## src/rtl/button_conditioner.sv

```systemverilog
// Debounced push-button strobe generator with synchronized data sample.
// Optional auto-repeat while held: define AUTO_REPEAT_EN.
module button_conditioner #(
    parameter int DEBOUNCE_CYCLES = 16,
    parameter int REPEAT_CYCLES   = 64
) (
    input  logic       clk,
    input  logic       reset,
    input  logic       btn_raw,
    input  logic       sw_raw,
    output logic       next_pulse,
    output logic       in_sample,
    output logic       pressed,
    output logic [7:0] press_count,
    output logic [1:0] dbg_state
);

    typedef enum logic [1:0] {
        RELEASED    = 2'd0,
        PRESS_CHK   = 2'd1,
        HELD        = 2'd2,
        RELEASE_CHK = 2'd3
    } state_t;

    localparam logic [15:0] DB_LAST = 16'(DEBOUNCE_CYCLES - 1);

    if (DEBOUNCE_CYCLES < 2 || DEBOUNCE_CYCLES > 65535 ||
        REPEAT_CYCLES < 2 || REPEAT_CYCLES > 65535) begin : g_bad_param
        $error("button_conditioner: parameter out of range");
    end

    logic [1:0]  btn_sync;
    logic [1:0]  sw_sync;
    logic        btn_s;
    logic        sw_s;
    state_t      state;
    state_t      state_nx;
    logic [15:0] cnt;
    logic [15:0] cnt_nx;
    logic        strobe;
    logic        pressed_nx;

    assign btn_s     = btn_sync[1];
    assign sw_s      = sw_sync[1];
    assign dbg_state = state;

    always_ff @(posedge clk or negedge reset) begin
        if (!reset) begin
            btn_sync <= '0;
            sw_sync  <= '0;
        end else begin
            btn_sync <= {btn_sync[0], btn_raw};
            sw_sync  <= {sw_sync[0], sw_raw};
        end
    end

`ifdef AUTO_REPEAT_EN
    localparam logic [15:0] RP_LAST = 16'(REPEAT_CYCLES - 1);
    logic [15:0] rep_cnt;
    logic [15:0] rep_nx;
    logic        rep_hit;

    assign rep_hit = (rep_cnt == RP_LAST);

    // Counts only while staying in HELD; any entry or strobe restarts it.
    always_comb begin
        rep_nx = '0;
        if (state == HELD && state_nx == HELD && !strobe) begin
            rep_nx = rep_cnt + 16'd1;
        end
    end

    always_ff @(posedge clk or negedge reset) begin
        if (!reset) begin
            rep_cnt <= '0;
        end else begin
            rep_cnt <= rep_nx;
        end
    end
`else
    logic rep_hit;
    assign rep_hit = 1'b0;
`endif

    always_comb begin
        state_nx   = state;
        cnt_nx     = cnt;
        strobe     = 1'b0;
        pressed_nx = pressed;
        unique case (state)
            RELEASED: begin
                if (btn_s) begin
                    state_nx = PRESS_CHK;
                    cnt_nx   = '0;
                end
            end
            PRESS_CHK: begin
                if (!btn_s) begin
                    state_nx = RELEASED;
                    cnt_nx   = '0;
                end else if (cnt == DB_LAST) begin
                    state_nx   = HELD;
                    cnt_nx     = '0;
                    strobe     = 1'b1;
                    pressed_nx = 1'b1;
                end else begin
                    cnt_nx = cnt + 16'd1;
                end
            end
            HELD: begin
                if (!btn_s) begin
                    state_nx = RELEASE_CHK;
                    cnt_nx   = '0;
                end else if (rep_hit) begin
                    strobe = 1'b1;
                end
            end
            RELEASE_CHK: begin
                if (btn_s) begin
                    state_nx = HELD;
                    cnt_nx   = '0;
                end else if (cnt == DB_LAST) begin
                    state_nx   = RELEASED;
                    cnt_nx     = '0;
                    pressed_nx = 1'b0;
                end else begin
                    cnt_nx = cnt + 16'd1;
                end
            end
            default: begin
                state_nx = RELEASED;
                cnt_nx   = '0;
            end
        endcase
    end

    always_ff @(posedge clk or negedge reset) begin
        if (!reset) begin
            state       <= RELEASED;
            cnt         <= '0;
            next_pulse  <= 1'b0;
            in_sample   <= 1'b0;
            pressed     <= 1'b0;
            press_count <= '0;
        end else begin
            state      <= state_nx;
            cnt        <= cnt_nx;
            next_pulse <= strobe;
            pressed    <= pressed_nx;
            if (strobe) begin
                in_sample   <= sw_s;
                press_count <= press_count + 8'd1;
            end
        end
    end

endmodule

```

## config.mk

```make
export PLATFORM = sky130hd
export DESIGN_NAME = button_conditioner
export DESIGN_NICKNAME = d
export VERILOG_FILES = /design/src/rtl/button_conditioner.sv
export SDC_FILE = /design/constraint.sdc
export NUM_CORES = 1
export LEC_CHECK = 0
export ABC_AREA = 1
export CORE_MARGIN = 2
export CORE_UTILIZATION = 35
export DETAILED_ROUTE_END_ITERATION = 16
export GPL_ROUTABILITY_DRIVEN = 0
export PLACE_DENSITY = 0.62
export SYNTH_ARGS = -nofsm -noshare
export SYNTH_HDL_FRONTEND = slang
export SYNTH_SLANG_ARGS = --single-unit
```

## constraint.sdc

```tcl
create_clock -name clk -period 2.2 [get_ports clk]
set_clock_uncertainty 0.1 [all_clocks]
set_input_delay 0.22 -clock clk [delete_from_list [all_inputs] [get_ports clk]]
set_output_delay 0.22 -clock clk [all_outputs]
set_load 0.05 [all_outputs]
```

==> results.md <==
- 1st-iter DRT viols: 63
- Initial antenna violation count: 0
- Area delta synth->final: 17.8%
- First-pass GRT wire length: 6040 microns
- Worst-path clk slew: 0.06 ns
- Port buffer count: 16
- Final wirelength: 3540 microns
- Crit Path Category: flop to primary output
- Worst Path Buf+Inv: 1
- Drt drc: 0
- Starting Density: 35.8%
- Status: finished clean
- CTS sink count: 33
- Library cells used by synthesis: 27
- Dominant cells by area after synthesis: dfrtp_1, nand2_1, nand3_1
- Peak Freq: 523 MHz
- Final setup vio count: 0
- CP max FO: 6
- Routed Antenna Nets: 0
- Post-synthesis sequential area ratio: 45.8%
- Hold buffer count at cts: 0
- Ys Warns: 0
- Largest net degree at the start of global routing: 34
- Total track usage: 13.9%
- Crit path required time: 1.88 ns
- Leak Pwr: 0.978 nW
- HP Class: input pin to async pin
- Area of the multi-input gates: 846 sq um
- Average size of a mapped cell: 7.84 sq um
- Max VDD drop: 0.000726 V
- CTS tree: built
- Sequential standard cell area: 826 sq um
- Post-Syn Area: 0.00180 sq mm
- Ant diodes: 0
- Post-cts sizing count: 0
- Via/cell ratio: 4.63
- Die Wd: 75.8 microns
- Die area: 0.00574 sq mm
- Post-Syn Nets: 237
- Relative slew slack: 63.9%
- Worst slew pin tran: 0.538 ns
- Worst-Skew Late Latency: 0.28 ns
- RSZ-0062 raised after global routing: false
- Final period util: 86.8%
- Vias in the first global route: 1346
- Critical Path End Type: primary output
- Root Driver: clkbuf_8
- Share of cells above drive strength 1: 9.52%
- Family with the most delay on the worst path: buffers and inverters
- Synth top area share: 45.8%
- Crit path DAT: 1.59 ns
- Post-route minimum period: 1.91 ns
- CORE AREA: 0.00504 sq mm
- Max-Cap Viols: 0
- Remaining global-route overflow: 0
- Crit-path slowest cell: clkdlybuf4s50_1
- Die span in y: 75.8 microns
- CP startpoint kind: flop
- Worst path cell trace: clkdlybuf4s50_1
- I/O pin total: 17
- Total negative slack: 0 ns
- Dpl hpwl: 2550 microns
- Final-report hold violation count: 0
- Mapped Cells: 230
- Post-DR wirelength/cell: 11.0 microns
- H-tree levels: 2
- Pre-antenna DRT Iters: 4
- Cts bufs inserted: 5
- Hold_ws: 0.241 ns
- Yosys reg bits: 33
- CTS Buffer Depth: 2
- Final Max Slew Viols: 0
- Pwr Density: 728 mW/mm^2
- Synth area leader: dfrtp_1
- Peak per-stage delay on the critical path: 0.85 ns
- # Post-CTS Setup Buffers: 0
- Layout Nets: 259
- Row cnt: 26
- Vias: 1492
- Fillers: 486
## cells in the mapped netlist
cell type  count
nor3_2         1
inv_2          4
inv_1         24
nor3_1         6
xor2_2         1
dfrtp_1       33
o22ai_1        1
o21ai_1        4
a21oi_1        3
nand2_2        2
nand4_1        5
xnor2_1        2
nand2_1       71
a21oi_4        1
o21ai_0        9
buf_2          1
buf_6          2
nor2_1        16
nor2_4         4
nand2_4        1
ha_1           3
o21bai_1       1
nor2_2         1
nand3_2        1
xor2_1         4
nand3_1       28
nor4_1         1
## power by group
group          switching [W]  total (W)  internal, W  leakage (nW)
sequential         0.0000529   0.000699     0.000646         0.447
combinational       0.000274   0.000391     0.000118         0.487
clock               0.000209   0.000457     0.000248        0.0443
total               0.000536    0.00155      0.00101         0.978
## sequential cells by signal (all words and copies together) (netlist names), named ones only
register	count
pressed	1
dbg_state	1
next_pulse	1
in_sample	1
cnt	16
press_count	8
btn_sync	2
sw_sync	2
## per-layer routing
layer,routed length [microns],track usage (%),vias to the layer above
met5,0,0,-
met4,14,4.09,0
met3,115,4.37,2
met2,1700,21.6,22
met1,1710,18.7,690
li1,-,-,778
## layout by cell type (no fill, tap or decap)
cell | netlist | routed
nand3_2 | 1 | 1
dfrtp_1 | 33 | 33
nand2_2 | 2 | 2
inv_1 | 24 | 24
nor3_1 | 6 | 6
ha_1 | 3 | 3
buf_4 | 0 | 2
nand4_1 | 5 | 5
o21ai_0 | 9 | 9
nand3_1 | 28 | 28
nor3_2 | 1 | 1
o22ai_1 | 1 | 1
xor2_2 | 1 | 1
clkbuf_1 | 0 | 1
o21bai_1 | 1 | 1
nor2_1 | 16 | 16
clkbuf_8 | 0 | 6
xor2_1 | 4 | 4
a21oi_4 | 1 | 1
nand2_1 | 71 | 71
o21ai_1 | 4 | 4
clkdlybuf4s50_1 | 0 | 16
nor2_2 | 1 | 1
nor4_1 | 1 | 1
xnor2_1 | 2 | 2
a21oi_1 | 3 | 3
inv_2 | 4 | 4
nand2_4 | 1 | 1
nor2_4 | 4 | 4
## logic make-up (layout without fill, tap and decap cells)
family	count (synthesis)	count (layout)	share of synthesized area [%]
DFF	33	33	45.8
AOI/OAI and AO/OA	19	19	6.10
and+or+nand+nor	137	137	34.9
xor gates and xnor gates	7	7	3.81
adders and majority gates	3	3	2.08
buffers and inverters	31	53	7.35
## worst register-to-register path, stage by stage (launching register included)
cell and delay, ns:
dfrtp_1 0.40, ha_1 0.26, nand3_2 0.14, nor2_4 0.19, nand2_4 0.08, nor2_4 0.23, nand3_1 0.11, nand2_1 0.07
nand2_1 0.04
## final cells by class
type / count / share of cell area [%]
multi-input combinational: 166 / 39.8
sequential: 33 / 38.8
timing repair buffer: 18 / 8.24
inverter: 28 / 4.94
tap: 70 / 4.12
clock buffer: 7 / 4.06
## worst paths after layout
check,from,to,slack (ns),cells past startpoint
setup / recovery,flop,dbg_state[1],0.29,1
hold / removal,reset,cnt[5]$_DFFE_PN0P_,0.24,2
setup reg to reg,cnt[0]$_DFFE_PN0P_,press_count[6]$_DFFE_PN0P_,0.46,8
hold reg to reg,sw_sync[0]$_DFF_PN0_,sw_sync[1]$_DFF_PN0_,0.25,0
max in group asynchronous,reset,async pin,1.44,2
min in group clk,sw_sync[0]$_DFF_PN0_,sw_sync[1]$_DFF_PN0_,0.25,0
## metrics by stage
step                instances  total power (W)  worst slack, ns  area (sq um)  utilization [%]
floorplan                 230         0.000990            0.547          1800                -
global placement          315          0.00110            0.510          2040             40.4
detailed placement        315          0.00111            0.476          2040             40.4
CTS                       322          0.00157            0.270          2130             42.2
finish                    322          0.00155            0.289          2130             42.2
global route              322          0.00164            0.224          2130             42.2
Power figures use the tool's default switching activity.
